File: config.mk
export PLATFORM = sky130hd
export DESIGN_NAME = rib_wb_data_bridge_flat
export DESIGN_NICKNAME = d
export VERILOG_FILES = /design/src/rtl/rib_wb_data_bridge_pkg.sv /design/src/rtl/rib_wb_data_bridge_if.sv /design/src/rtl/rib_wb_data_bridge.sv /design/src/flat_wrapper.sv
export SDC_FILE = /design/constraint.sdc
export NUM_CORES = 1
export LEC_CHECK = 0
export CORE_MARGIN = 2
export CORE_UTILIZATION = 42
export DETAILED_ROUTE_END_ITERATION = 7
export PLACE_DENSITY = 0.78
export SKIP_LAST_GASP = 1
export SYNTH_ARGS = -nofsm -noshare
export SYNTH_HDL_FRONTEND = slang
export SYNTH_SLANG_ARGS = --single-unit
File: constraint.sdc
create_clock -name clk -period 5.3 [get_ports clk]
set_clock_uncertainty 0.2 [all_clocks]
set_input_delay 1.325 -clock clk [delete_from_list [all_inputs] [get_ports clk]]
set_output_delay 1.325 -clock clk [all_outputs]
set_load 0.05 [all_outputs]
File: src/rtl/rib_wb_data_bridge_pkg.sv
// Shared types and constants for the RIB-to-Wishbone data-port bridge.
package rib_wb_pkg;

    typedef enum logic [1:0] {
        IDLE = 2'd0,
        BUS  = 2'd1,
        DONE = 2'd2
    } state_e;

    localparam int unsigned TIMEOUT_CYCLES_DEFAULT = 1024;
    localparam logic [31:0] ERR_DATA_DEFAULT       = 32'h0000_0000;
    localparam logic [3:0]  WSTRB_FULL             = 4'hF;

endpackage

File: src/rtl/rib_wb_data_bridge_if.sv
// Core data-port (RIB) and Wishbone data-memory signals seen by the bridge.
interface rib_wb_data_bridge_if #(
    parameter int ADDR_WIDTH = 32,
    parameter int DATA_WIDTH = 32
);
    logic                  rib_req_i;
    logic                  rib_we_i;
    logic [ADDR_WIDTH-1:0] rib_addr_i;
    logic [DATA_WIDTH-1:0] rib_data_i;
    logic [DATA_WIDTH-1:0] rib_data_o;
    logic                  rib_hold_o;

    logic                  wb_cyc_o;
    logic                  wb_stb_o;
    logic                  wb_we_o;
    logic [3:0]            wb_wstrb_o;
    logic [ADDR_WIDTH-1:0] wb_addr_o;
    logic [DATA_WIDTH-1:0] wb_data_o;
    logic [DATA_WIDTH-1:0] wb_data_i;
    logic                  wb_ack_i;

    // master: the bridge itself; slave: the core plus data memory around it
    modport master (
        input  rib_req_i, rib_we_i, rib_addr_i, rib_data_i,
        output rib_data_o, rib_hold_o,
        output wb_cyc_o, wb_stb_o, wb_we_o, wb_wstrb_o, wb_addr_o, wb_data_o,
        input  wb_data_i, wb_ack_i
    );

    modport slave (
        output rib_req_i, rib_we_i, rib_addr_i, rib_data_i,
        input  rib_data_o, rib_hold_o,
        input  wb_cyc_o, wb_stb_o, wb_we_o, wb_wstrb_o, wb_addr_o, wb_data_o,
        output wb_data_i, wb_ack_i
    );

endinterface

File: src/rtl/rib_wb_data_bridge.sv
// Turns a single-cycle RIB data request into one Wishbone classic cycle,
// stalling the core until ack (or a watchdog abort) completes it.
//
// state | meaning
// IDLE  | no transaction; hold follows req, request captured on req
// BUS   | cyc/stb asserted with captured addr/data/we; waiting for ack
// DONE  | one cycle presenting latched read data (or ERR_DATA) to core
module rib_wb_data_bridge
    import rib_wb_pkg::*;
#(
    parameter int                    ADDR_WIDTH     = 32,
    parameter int                    DATA_WIDTH     = 32,
    parameter int unsigned           TIMEOUT_CYCLES = TIMEOUT_CYCLES_DEFAULT,
    parameter logic [DATA_WIDTH-1:0] ERR_DATA       = ERR_DATA_DEFAULT
) (
    input  logic                 clk,
    input  logic                 rst,
    rib_wb_data_bridge_if.master bus,
    output logic                 err_o,
    output logic                 busy_o
);

    localparam logic [1:0] S_IDLE = IDLE;
    localparam logic [1:0] S_BUS  = BUS;
    localparam logic [1:0] S_DONE = DONE;

    localparam int CNT_W = (TIMEOUT_CYCLES > 0) ? $clog2(TIMEOUT_CYCLES + 1) : 1;
    localparam logic [CNT_W-1:0] CNT_MAX = '1;
    localparam logic [CNT_W-1:0] TO_LAST =
        (TIMEOUT_CYCLES > 0) ? CNT_W'(TIMEOUT_CYCLES - 1) : '0;

    logic [1:0]            state;
    logic                  we_q;
    logic [ADDR_WIDTH-1:0] addr_q;
    logic [DATA_WIDTH-1:0] wdata_q;
    logic [DATA_WIDTH-1:0] rdata_q;
    logic [CNT_W-1:0]      cnt;
    logic                  err_q;
    logic                  timeout_hit;

    assign timeout_hit = (TIMEOUT_CYCLES != 0) && (cnt == TO_LAST);

    always_ff @(posedge clk or posedge rst) begin
        if (rst) begin
            state   <= S_IDLE;
            we_q    <= 1'b0;
            addr_q  <= '0;
            wdata_q <= '0;
            rdata_q <= '0;
            cnt     <= '0;
            err_q   <= 1'b0;
        end else begin
            err_q <= 1'b0;
            case (state)
                S_IDLE: begin
                    if (bus.rib_req_i) begin
                        we_q    <= bus.rib_we_i;
                        addr_q  <= bus.rib_addr_i;
                        wdata_q <= bus.rib_data_i;
                        state   <= S_BUS;
                    end
                end
                S_BUS: begin
                    // ack takes priority over a watchdog expiry in the same cycle
                    if (bus.wb_ack_i) begin
                        rdata_q <= bus.wb_data_i;
                        cnt     <= '0;
                        state   <= S_DONE;
                    end else if (timeout_hit) begin
                        rdata_q <= ERR_DATA;
                        err_q   <= 1'b1;
                        cnt     <= '0;
                        state   <= S_DONE;
                    end else if (cnt != CNT_MAX) begin
                        cnt <= cnt + 1'b1;
                    end
                end
                S_DONE:  state <= S_IDLE;
                default: state <= S_IDLE;
            endcase
        end
    end

    assign bus.wb_cyc_o   = (state == S_BUS);
    assign bus.wb_stb_o   = (state == S_BUS);
    assign bus.wb_we_o    = we_q;
    assign bus.wb_wstrb_o = WSTRB_FULL;
    assign bus.wb_addr_o  = addr_q;
    assign bus.wb_data_o  = wdata_q;

    // reset gates hold so a stalled core is released the instant rst rises
    assign bus.rib_hold_o = !rst && ((state == S_BUS) ||
                                     ((state == S_IDLE) && bus.rib_req_i));
    assign bus.rib_data_o = (state == S_DONE) ? rdata_q : '0;

    assign err_o  = err_q;
    assign busy_o = (state != S_IDLE);

endmodule
File: src/flat_wrapper.sv
// flat-port wrapper written by rule: the top's interface ports become plain ports
module rib_wb_data_bridge_flat import rib_wb_pkg::*;
#(
    parameter int                    ADDR_WIDTH     = 32,
    parameter int                    DATA_WIDTH     = 32,
    parameter int unsigned           TIMEOUT_CYCLES = TIMEOUT_CYCLES_DEFAULT,
    parameter logic [DATA_WIDTH-1:0] ERR_DATA       = ERR_DATA_DEFAULT
)
  (clk, rst, err_o, busy_o, bus_rib_req_i, bus_rib_we_i, bus_rib_addr_i, bus_rib_data_i, bus_rib_data_o, bus_rib_hold_o, bus_wb_cyc_o, bus_wb_stb_o, bus_wb_we_o, bus_wb_wstrb_o, bus_wb_addr_o, bus_wb_data_o, bus_wb_data_i, bus_wb_ack_i);
  rib_wb_data_bridge_if #(.ADDR_WIDTH(ADDR_WIDTH), .DATA_WIDTH(DATA_WIDTH)) bus_i ();
  input  logic clk;
  input  logic rst;
  output logic err_o;
  output logic busy_o;
  input wire logic [$bits(bus_i.rib_req_i)-1:0] bus_rib_req_i;
  input wire logic [$bits(bus_i.rib_we_i)-1:0] bus_rib_we_i;
  input wire logic [$bits(bus_i.rib_addr_i)-1:0] bus_rib_addr_i;
  input wire logic [$bits(bus_i.rib_data_i)-1:0] bus_rib_data_i;
  output wire logic [$bits(bus_i.rib_data_o)-1:0] bus_rib_data_o;
  output wire logic [$bits(bus_i.rib_hold_o)-1:0] bus_rib_hold_o;
  output wire logic [$bits(bus_i.wb_cyc_o)-1:0] bus_wb_cyc_o;
  output wire logic [$bits(bus_i.wb_stb_o)-1:0] bus_wb_stb_o;
  output wire logic [$bits(bus_i.wb_we_o)-1:0] bus_wb_we_o;
  output wire logic [$bits(bus_i.wb_wstrb_o)-1:0] bus_wb_wstrb_o;
  output wire logic [$bits(bus_i.wb_addr_o)-1:0] bus_wb_addr_o;
  output wire logic [$bits(bus_i.wb_data_o)-1:0] bus_wb_data_o;
  input wire logic [$bits(bus_i.wb_data_i)-1:0] bus_wb_data_i;
  input wire logic [$bits(bus_i.wb_ack_i)-1:0] bus_wb_ack_i;
  assign bus_i.rib_req_i = bus_rib_req_i;
  assign bus_i.rib_we_i = bus_rib_we_i;
  assign bus_i.rib_addr_i = bus_rib_addr_i;
  assign bus_i.rib_data_i = bus_rib_data_i;
  assign bus_rib_data_o = bus_i.rib_data_o;
  assign bus_rib_hold_o = bus_i.rib_hold_o;
  assign bus_wb_cyc_o = bus_i.wb_cyc_o;
  assign bus_wb_stb_o = bus_i.wb_stb_o;
  assign bus_wb_we_o = bus_i.wb_we_o;
  assign bus_wb_wstrb_o = bus_i.wb_wstrb_o;
  assign bus_wb_addr_o = bus_i.wb_addr_o;
  assign bus_wb_data_o = bus_i.wb_data_o;
  assign bus_i.wb_data_i = bus_wb_data_i;
  assign bus_i.wb_ack_i = bus_wb_ack_i;
  rib_wb_data_bridge #(.ADDR_WIDTH(ADDR_WIDTH), .DATA_WIDTH(DATA_WIDTH), .TIMEOUT_CYCLES(TIMEOUT_CYCLES), .ERR_DATA(ERR_DATA)) u_core (.clk(clk), .rst(rst), .bus(bus_i), .err_o(err_o), .busy_o(busy_o));
endmodule
Word level (Yosys, flattened, before mapping)
Cells that the tools add are included.
Storage, ports and cells
  flip-flop bits (word level): 111
  bits of input ports: 101
  output and inout bits: 106
  word-level logic and storage cells: 39
Operators by class
  add/sub/neg operators: 1
  eq/ne operators: 6
  muxes and demuxes: 13
  reduce and logical (&&, ||, !) cells: 12
Operators by type and width (number)
  $mux W32: 3
  $mux W11: 3
  $add A11 B1 Y11 const B: 1
  $eq A11 B10 Y1 const B: 1
  $ne A11 B11 Y1 const B: 1
  $reduce_and A2 Y1: 4
  $mux W2: 3
  $pmux W2 S2: 1
  $reduce_bool A2 Y1: 2
  $mux W1: 3
  $ne A3 B1 Y1 const B: 1
  $reduce_bool A3 Y1: 1
  $eq A2 B1 Y1 const B: 1
  $eq A2 B2 Y1 const B: 1
  $logic_and A1 B1 Y1: 2
  $logic_not A2 Y1: 1
  $ne A2 B2 Y1 const B: 1
  $logic_not A1 Y1: 1
  $logic_or A1 B1 Y1: 1

Depth between registers and ports, before layout
Gate-level depths: netlist of run 1.
  depth after elaboration: 4
  mapped depth: 7

Worst setup path before layout of run 1
No wires, ideal clock.
  kind: input-to-output
  from: input port bus_rib_req_i
  to: output port bus_rib_hold_o
  arrival: 2.143 ns
  required time: 3.775 ns
  path slack: 1.632 ns
  stages on the path: 2
  buffers on the path: 0
  cell sequence: nand2_1 > a21oi_1
Between the ends
  word-level cells in the longest chain between the ends: 3
Ends and longest elaborated chain
  from (decl): RTL line flat_wrapper.sv:15  | input wire logic [$bits(bus_i.rib_req_i)-1:0] bus_rib_req_i;
  $logic_and A1 B1 Y1: RTL line rib_wb_data_bridge.sv:93  | ((state == S_IDLE) && bus.rib_req_i));
  $logic_or A1 B1 Y1: RTL line rib_wb_data_bridge.sv:92  | assign bus.rib_hold_o = !rst && ((state == S_BUS) ||
  $logic_and A1 B1 Y1: RTL line rib_wb_data_bridge.sv:92
  to (decl): RTL line flat_wrapper.sv:20  | output wire logic [$bits(bus_i.rib_hold_o)-1:0] bus_rib_hold_o;
Every way passes these cells.

Worst setup path in the final report of run 1
Ends and elaborated chain as after synthesis.

==> results, run 1 <==
- The time the worst path needs with I/O delays and setup is about 4.3 ns.
- The synthesized netlist contains 40 unique library cells.
- The share of layout cells above drive strength 1 is between 10% and 20%.
- For this design the top-level I/O count stands at about 210.
- The placed wire-length estimate after detailed placement is 8.62 mm.
- STA puts the critical path data arrival time at 2.81 ns.
- The number of global-route vias before repair is about 3300.
- The clock passes through at most 2 buffers.
- The number of remaining DRC errors is 0.
- In this run, synthesis inferred 0 flip-flops with an integrated enable.
- TritonCTS built the clock tree.
- Wires add up to roughly 12 mm.
- Setup repair after global routing left no endpoint under its margin.
- The placement-stage worst setup slack is 0.966 ns.
- Leaving out filler cells and counting taps, the final layout contains between 600 and 700.
- The post-synthesis area per instance is around 14 um2.
- The aggregate global routing overflow is 0.
- The root buffer selected by CTS is sky130_fd_sc_hd__clkbuf_8.
- The floorplan die area is approximately 12000 um2.
- After clock tree synthesis, the clock-pin slew on the worst setup and hold paths is 0.09 ns.
- The top cell type by total area after synthesis is sky130_fd_sc_hd__dfrtp_1.
- The detailed router finished its first iteration with around 130 violations.
- The number of clock sinks is about 110.
- The endpoint identified for the worst register-to-register timing path is u_core.rdata_q[17]$_DFFE_PP0P_.
- For this run, the top clock speed supported by timing is between 200 and 250 MHz.
- The placement row count is 38.
- Along the worst path, the maximum fanout reaches 2.
- The count of antenna diodes in the layout is 0.
- The clock reaches the later pin of the worst-skew pair after roughly 0.35 ns.
- The number of endpoints with negative hold slack in the final report is 0.
- The wire length of the first global-routing pass is 17.4 mm.
- The final-report max-slew violation count came to 0.
- The total negative slack for setup checks is 0 ns.
- The number of CTS-inserted buffers is 9.
- The core outline area is 10700 um2.
- The total via count in the routed design is 3351.
- The congestion estimate from routability-driven global placement came to roughly 0.84.
- The share of the yosys chip area belonging to registers is about three fifths.
- By count the netlist is led by sky130_fd_sc_hd__dfrtp_1 (111), sky130_fd_sc_hd__mux2_2 (66), sky130_fd_sc_hd__and2_1 (35).
- Synthesis handed over a netlist of 333 instances.
- The total track usage is about 19%.
- After clock tree synthesis, the flow added hold-fix buffers numbering 0.
- Across the VDD grid, the largest voltage drop is between 0.0003 and 0.0004 V.
- The count of max-cap constraint violations is 0.
- For this design the ratio of total power to cell area is ~580 nW/um2.
- The average routed wire per standard cell is between 15 and 20 um.
- Setup slack closes at about 0.96 ns.
- The proportion of register bits with asynchronous set or reset after synthesis is 100%.
- The number of placed instances, taps included, is between 600 and 700.
- The H-tree generated during clock tree synthesis spans 3 levels.
- Setup slack on the worst reg-to-reg path comes out at 2.85 ns.
- The critical path is of the input pin to output port type.
- The fraction of synthesized cell area taken by the top area cell type is about 61%.
- The number of warnings issued by yosys is 0.
- Following the worst setup path forward leads to its endpoint at bus_rib_hold_o.
- The largest net degree at the start of global routing is ~90.
- The number of nets with antenna violations after detailed routing is 0.
- Synthesis inferred roughly 110 register bits.
- The worst setup path is launched from an input pin.
- For the pin with the worst max-slew slack, the measured transition is 1.18 ns.
- For this configuration, the core starts out at a cell density of between 40% and 50%.
- The final critical path takes up 81.8% of the cycle.
- The number of instances resized during post-cts repair is 0.
- The design draws between 3 and 4 mW.
- The horizontal die dimension is between 100 and 150 um.
- The die is 108 um tall.
- The startpoint identified for the worst hold timing path is u_core.rdata_q[19]$_DFFE_PP0P_.
- The flow ran to the end, and the final reports show no timing, DRC or antenna violations.
- The path type of the worst min-delay path is flop to flop.
- The worst setup path is captured at an output port.
- The remaining max-slew budget at the tightest pin is approximately a fifth.
- Measured in cells, the most critical reg-to-reg path has a length of 4.
- The total setup buffers inserted after CTS is 0.
- The static leakage is 2.84 nW.
- After the last flow step, the layout net total stands at approximately 630.
- The endpoint required time on the critical path is around 3.8 ns.
- The synthesized netlist occupies a cell area of roughly 4600 um2.
- Using the TritonRoute via totals, the vias-per-cell ratio works out to around 5.
- Ranked by total cell area, the synthesized netlist is headed by sky130_fd_sc_hd__dfrtp_1 (61%), sky130_fd_sc_hd__mux2_2 (16%), sky130_fd_sc_hd__a22o_1 (6.3%), sky130_fd_sc_hd__and2_1 (4.8%), sky130_fd_sc_hd__buf_2 (1.6%).
- The relative area change from synthesis to final layout is 50.1%.
- Buffers placed on the I/O ports in this run total 202.
- The cell with the most instances after synthesis is sky130_fd_sc_hd__dfrtp_1.
- The number of antenna violations at the first check in global routing is 0.
- Among all flip-flop cells after synthesis, the most frequent one is sky130_fd_sc_hd__dfrtp_1.
- The startpoint identified for the worst register-to-register timing path is u_core.state[1]$_DFFE_PP0P_.
- The most critical setup path has its startpoint at bus_rib_req_i.
- Setup violations remaining at the end of the flow were counted as 0.
- The total iterations of the first detailed-routing run is 4.
metrics by stage:
step / instance area (um2) / hold WS, ns / util [%]
4_1_cts: 6840 / 0.304 / 64.0
3_5_place_dp: 6670 / 0.277 / 62.3
2_1_floorplan: 4570 / 0.258 / -
3_3_place_gp: 6670 / 0.275 / 62.3
6_report: 6840 / 0.298 / 64.0
5_1_grt: 6840 / 0.314 / 64.0
cell type report:
type | instances | area [um2]
fill | 828 | 3850
sequential | 111 | 2780
timing repair buffer | 205 | 2040
multi-input combinational | 193 | 1640
tap | 140 | 175
clock buffer | 10 | 128
clock inverter | 6 | 51.3
inverter | 7 | 28.8
cells in the final DEF, fill, tap and decap left out, types with 2 or more instances in the layout:
cell type,instances
sky130_fd_sc_hd__conb_1,4
sky130_fd_sc_hd__o21ai_0,3
sky130_fd_sc_hd__o31ai_1,2
sky130_fd_sc_hd__dfrtp_1,111
sky130_fd_sc_hd__a21oi_1,7
sky130_fd_sc_hd__or3_1,3
sky130_fd_sc_hd__nand3_1,2
sky130_fd_sc_hd__nand4_1,3
sky130_fd_sc_hd__or2b_1,2
sky130_fd_sc_hd__mux2_2,66
sky130_fd_sc_hd__inv_1,4
sky130_fd_sc_hd__clkbuf_8,9
sky130_fd_sc_hd__nor2_1,6
sky130_fd_sc_hd__and2_1,34
sky130_fd_sc_hd__buf_4,3
sky130_fd_sc_hd__clkdlybuf4s50_1,202
sky130_fd_sc_hd__a22o_1,33
sky130_fd_sc_hd__nor3_1,2
sky130_fd_sc_hd__or4_1,2
sky130_fd_sc_hd__nand2_1,2
sky130_fd_sc_hd__clkinv_4,2
sky130_fd_sc_hd__o21ai_1,3
sky130_fd_sc_hd__inv_2,2
sky130_fd_sc_hd__inv_6,2
power breakdown:
part	internal (mW)	switching, mW	leakage (nW)
Combinational	0.794	1.28	1.40
Clock	0.179	0.290	0.0931
Sequential	1.20	0.195	1.34
worst max-delay path, stage by stage:
cell	delay, ns
sky130_fd_sc_hd__clkdlybuf4s50_1	0.47
sky130_fd_sc_hd__nand2_1	0.07
sky130_fd_sc_hd__a21oi_1	0.13
sky130_fd_sc_hd__clkdlybuf4s50_1	0.82
metal layers:
| layer | GRT usage (%) | part of all wire, % |
|---|---|---|
| met5 | 0 | 0 |
| met3 | 5.67 | 8.5 |
| met4 | 4.03 | 0.65 |
| met1 | 24.4 | 42 |
| met2 | 33.4 | 49 |
how the worst min path moves through the flow:
stage                                           endpoint  slack, ns  depth (start not counted)
after floorplan            u_core.rdata_q[0]$_DFFE_PP0P_       0.26                          1
after global placement    u_core.rdata_q[21]$_DFFE_PP0P_       0.27                          1
after detailed placement  u_core.rdata_q[19]$_DFFE_PP0P_       0.28                          1
after CTS                 u_core.rdata_q[19]$_DFFE_PP0P_       0.30                          1
after global routing      u_core.rdata_q[19]$_DFFE_PP0P_       0.31                          1
final                     u_core.rdata_q[19]$_DFFE_PP0P_       0.30                          1
flip-flops by register name (all words and copies together) (netlist names):
signal / cells
u_core.bus.wb_addr_o: 32
u_core.bus.wb_data_o: 32
u_core.rdata_q: 32
u_core.cnt: 11
u_core.state: 2
u_core.bus.wb_we_o: 1
u_core.err_o: 1
logic make-up after synthesis:
logic type,count (synthesis),synth area share (%)
other,1,0.0822
and+or+nand+nor,68,9.77
AOI/OAI and AO/OA,54,9.19
adders and majority gates,1,0.274
muxes,66,16.3
buffers and inverters,32,3.46
DFF,111,60.9
(Power assumes the default switching activity.)
==> run 2: changes to the inputs <==
==> constraint.sdc (replaced) <==
create_clock -name clk -period 4.3 [get_ports clk]
set_clock_uncertainty 0.2 [all_clocks]
set_input_delay 1.075 -clock clk [delete_from_list [all_inputs] [get_ports clk]]
set_output_delay 1.075 -clock clk [all_outputs]
set_load 0.05 [all_outputs]
==> results, run 2 (synthesis results as in run 1) <==
- In this run the worst path has a maximum fanout of 2.
- In the post-route analysis, the smallest setup slack over all paths is 0.462 ns.
- Setup repair after global routing left no endpoint under its margin.
- Along the worst hold path, the cell count comes to 1.
- The maximum level of the CTS H-tree is 3.
- After clock tree synthesis, the flow added hold-fix buffers numbering 0.
- The endpoint required time on the critical path is 3.02 ns.
- The root buffer selected by CTS is sky130_fd_sc_hd__clkbuf_8.
- The TritonCTS clock tree is done.
- The number of nets with antenna violations after detailed routing is 0.
- After the first detailed-routing iteration, the DRC count stood at between 150 and 200.
- The setup path with the least slack is of type input pin to output port.
- The placement row count is 38.
- For the worst setup path, the data arrival time is 2.56 ns.
- The final layout contains about 630 nets.
- The path type of the worst min-delay path is flop to flop.
- The remaining max-slew budget at the tightest pin is a little under two fifths.
- The number of buffers inserted by port buffering is a little over 200.
- The total negative slack for setup checks is 0 ns.
- The end point of the worst hold path is u_core.rdata_q[14]$_DFFE_PP0P_.
- The wire length of the first global-routing pass is 18.2 mm.
- Summing all flip-flop and latch instances after layout gives 2780 um2.
- The die covers ~12000 um2.
- Power spread over the standard cell area amounts to slightly above 700 nW/um2.
- The launch point of the worst hold path is u_core.rdata_q[14]$_DFFE_PP0P_.
- The clock latency on the worst-skew pair is 0.36 ns.
- The routed via count divided by cell count is roughly 5.0.
- The number of instances resized during post-cts repair is 0.
- The clock-pin slew on the worst setup and hold paths is ~0.11 ns.
- The share of the clock period used by the worst path after layout is roughly nine tenths.
- The placement-stage worst setup slack is between 0.4 and 0.5 ns.
- The cell with the biggest individual delay on the critical path is sky130_fd_sc_hd__clkdlybuf4s50_1.
- The worst-case IR drop observed on VDD is ~0.00045 V.
- The tool flagged a number of max-cap violations equal to 0.
- Leaving out fill and tap cells, the most frequent cell in the layout is sky130_fd_sc_hd__clkdlybuf4s50_1.
- The number of endpoints with negative hold slack in the final report is 0.
- The logic depth of the worst register-to-register path is 5.
- The number of remaining DRC errors is 0.
- The total via count in the routed design is between 3000 and 4000.
- The number of clock buffers added by TritonCTS is 9.
- The HPWL after detailed placement is ~9 mm.
- The final design utilization is between 60% and 70%.
- Counting every sink on the clock net gives 111.
- Hold is met by roughly 0.3 ns.
- The static leakage is ~2.9 nW.
- The timing-limited maximum frequency is about 260 MHz.
- The final-report max-slew violation count is 0.
- The initial core utilization is a little over two fifths.
- The area of all placed cells without fillers is between 6000 and 7000 um2.
- At the pin with the least slew margin, the transition time is a little over 0.9 ns.
- The core outline area is approximately 11000 um2.
- Once placement finished, the instance area stood at roughly 6700 um2.
- The area growth from synthesis to layout is 51.4%.
- The type of destination of the critical path is an output port.
- From left edge to right edge, the die measures ~110 um.
- The overall die height is 108 um.
- Leaving out fill and tap cells, the most frequent cells in the layout are sky130_fd_sc_hd__clkdlybuf4s50_1 (202), sky130_fd_sc_hd__dfrtp_1 (111), sky130_fd_sc_hd__mux2_2 (66).
- The worst setup path is launched from an input pin.
- The number of global-route vias before repair is 3508.
- The number of buffers on the longest clock path is 2.
- The post-route netlist has around a fifth of its cells at a drive strength greater than 1.
- 0 antenna diodes ended up in the layout.
- The startpoint of the worst register-to-register path is u_core.cnt[0]$_DFFE_PP0P_.
- Traced cell by cell, the critical path runs through clkdlybuf4s50_1 -> nand2_1 -> a21oi_1 -> clkdlybuf4s50_1.
- The total track usage is between 20% and 30%.
- The worst register-to-register path has a setup slack of ~2 ns.
- The total iterations of the first detailed-routing run is 4.
- just over 200 I/O pins were placed.
- The run finished with clean final reports.
- The aggregate global routing overflow is 0.
- The filler cells instantiated in the layout total approximately 830.
- The final setup violation count is 0.
- The destination of the worst register-to-register timing path is u_core.cnt[9]$_DFFE_PP0P_.
- Summing all multi-input logic gate instances after layout gives between 1500 and 2000 um2.
- The cell repeated most along the worst path is sky130_fd_sc_hd__clkdlybuf4s50_1.
- The total setup buffers inserted after CTS is 0.
- The number of antenna violations at the first check in global routing is 0.
- The largest single stage delay on the critical path is slightly above 0.8 ns.
- The weighted congestion reported at the end of routability-driven placement is about 0.80.
- The average routed wire per standard cell is ~17 um.
- Entering global routing, the biggest net connects 64 pins.
- The overall routed net length is approximately 12 mm.
- The worst path in the final design needs a cycle of ~3.8 ns, including I/O delays and setup.
## run 2: changes by cell type in the layout (fill, tap and decap cells not counted), sizes merged
cell and change:
buf +5
## run 2: worst max-delay path: cells and delay by family
kind / cells / cell delay (ns)
AND/OR/NAND/NOR: 1 / 0.07
buffers and inverters: 2 / 1.29
AO/OA/AOI/OAI: 1 / 0.13
## run 2: area by class of cell
class	count	share of cell area (%)
Sequential cell	111	40.2
Timing Repair Buffer	210	30.2
Multi-Input combinational cell	193	23.7
Tap cell	140	2.54
Clock buffer	10	1.99
Clock inverter	6	0.906
Inverter	7	0.417
## run 2: through the flow
stage | std cells | total power, mW
floorplan | 336 | 3.41
global placement | 661 | 4.27
detailed placement | 661 | 4.32
CTS | 677 | 4.94
global route | 677 | 5.13
finish | 677 | 4.89
## run 2: power by group
group / internal [mW] / switching (mW) / total [mW]
registers: 1.48 / 0.241 / 1.72
clock network: 0.242 / 0.369 / 0.611
logic: 0.985 / 1.57 / 2.55
## run 2: per-layer routing
layer  track usage [%]  vias up  part of all wire (%)
met1              25.9     1640                    41
met3              5.24       13                   8.5
met4              5.31        0                   1.1
met5                 0        -                     0
li1                  -     1577                     -
met2              34.1      137                    49
## run 2: how the worst max path moves through the flow
stage                                                endpoint  slack [ns]          start  depth (start not counted)
final                                          bus_rib_hold_o        0.46  bus_rib_req_i                          4
after global routing                           bus_rib_hold_o        0.37  bus_rib_req_i                          4
after CTS                                      bus_rib_hold_o        0.45  bus_rib_req_i                          4
after detailed placement                       bus_rib_hold_o        0.47  bus_rib_req_i                          4
after global placement                         bus_rib_hold_o        0.46  bus_rib_req_i                          4
after floorplan           u_core.bus.wb_addr_o[0]$_DFFE_PP0P_        0.09            rst                          1
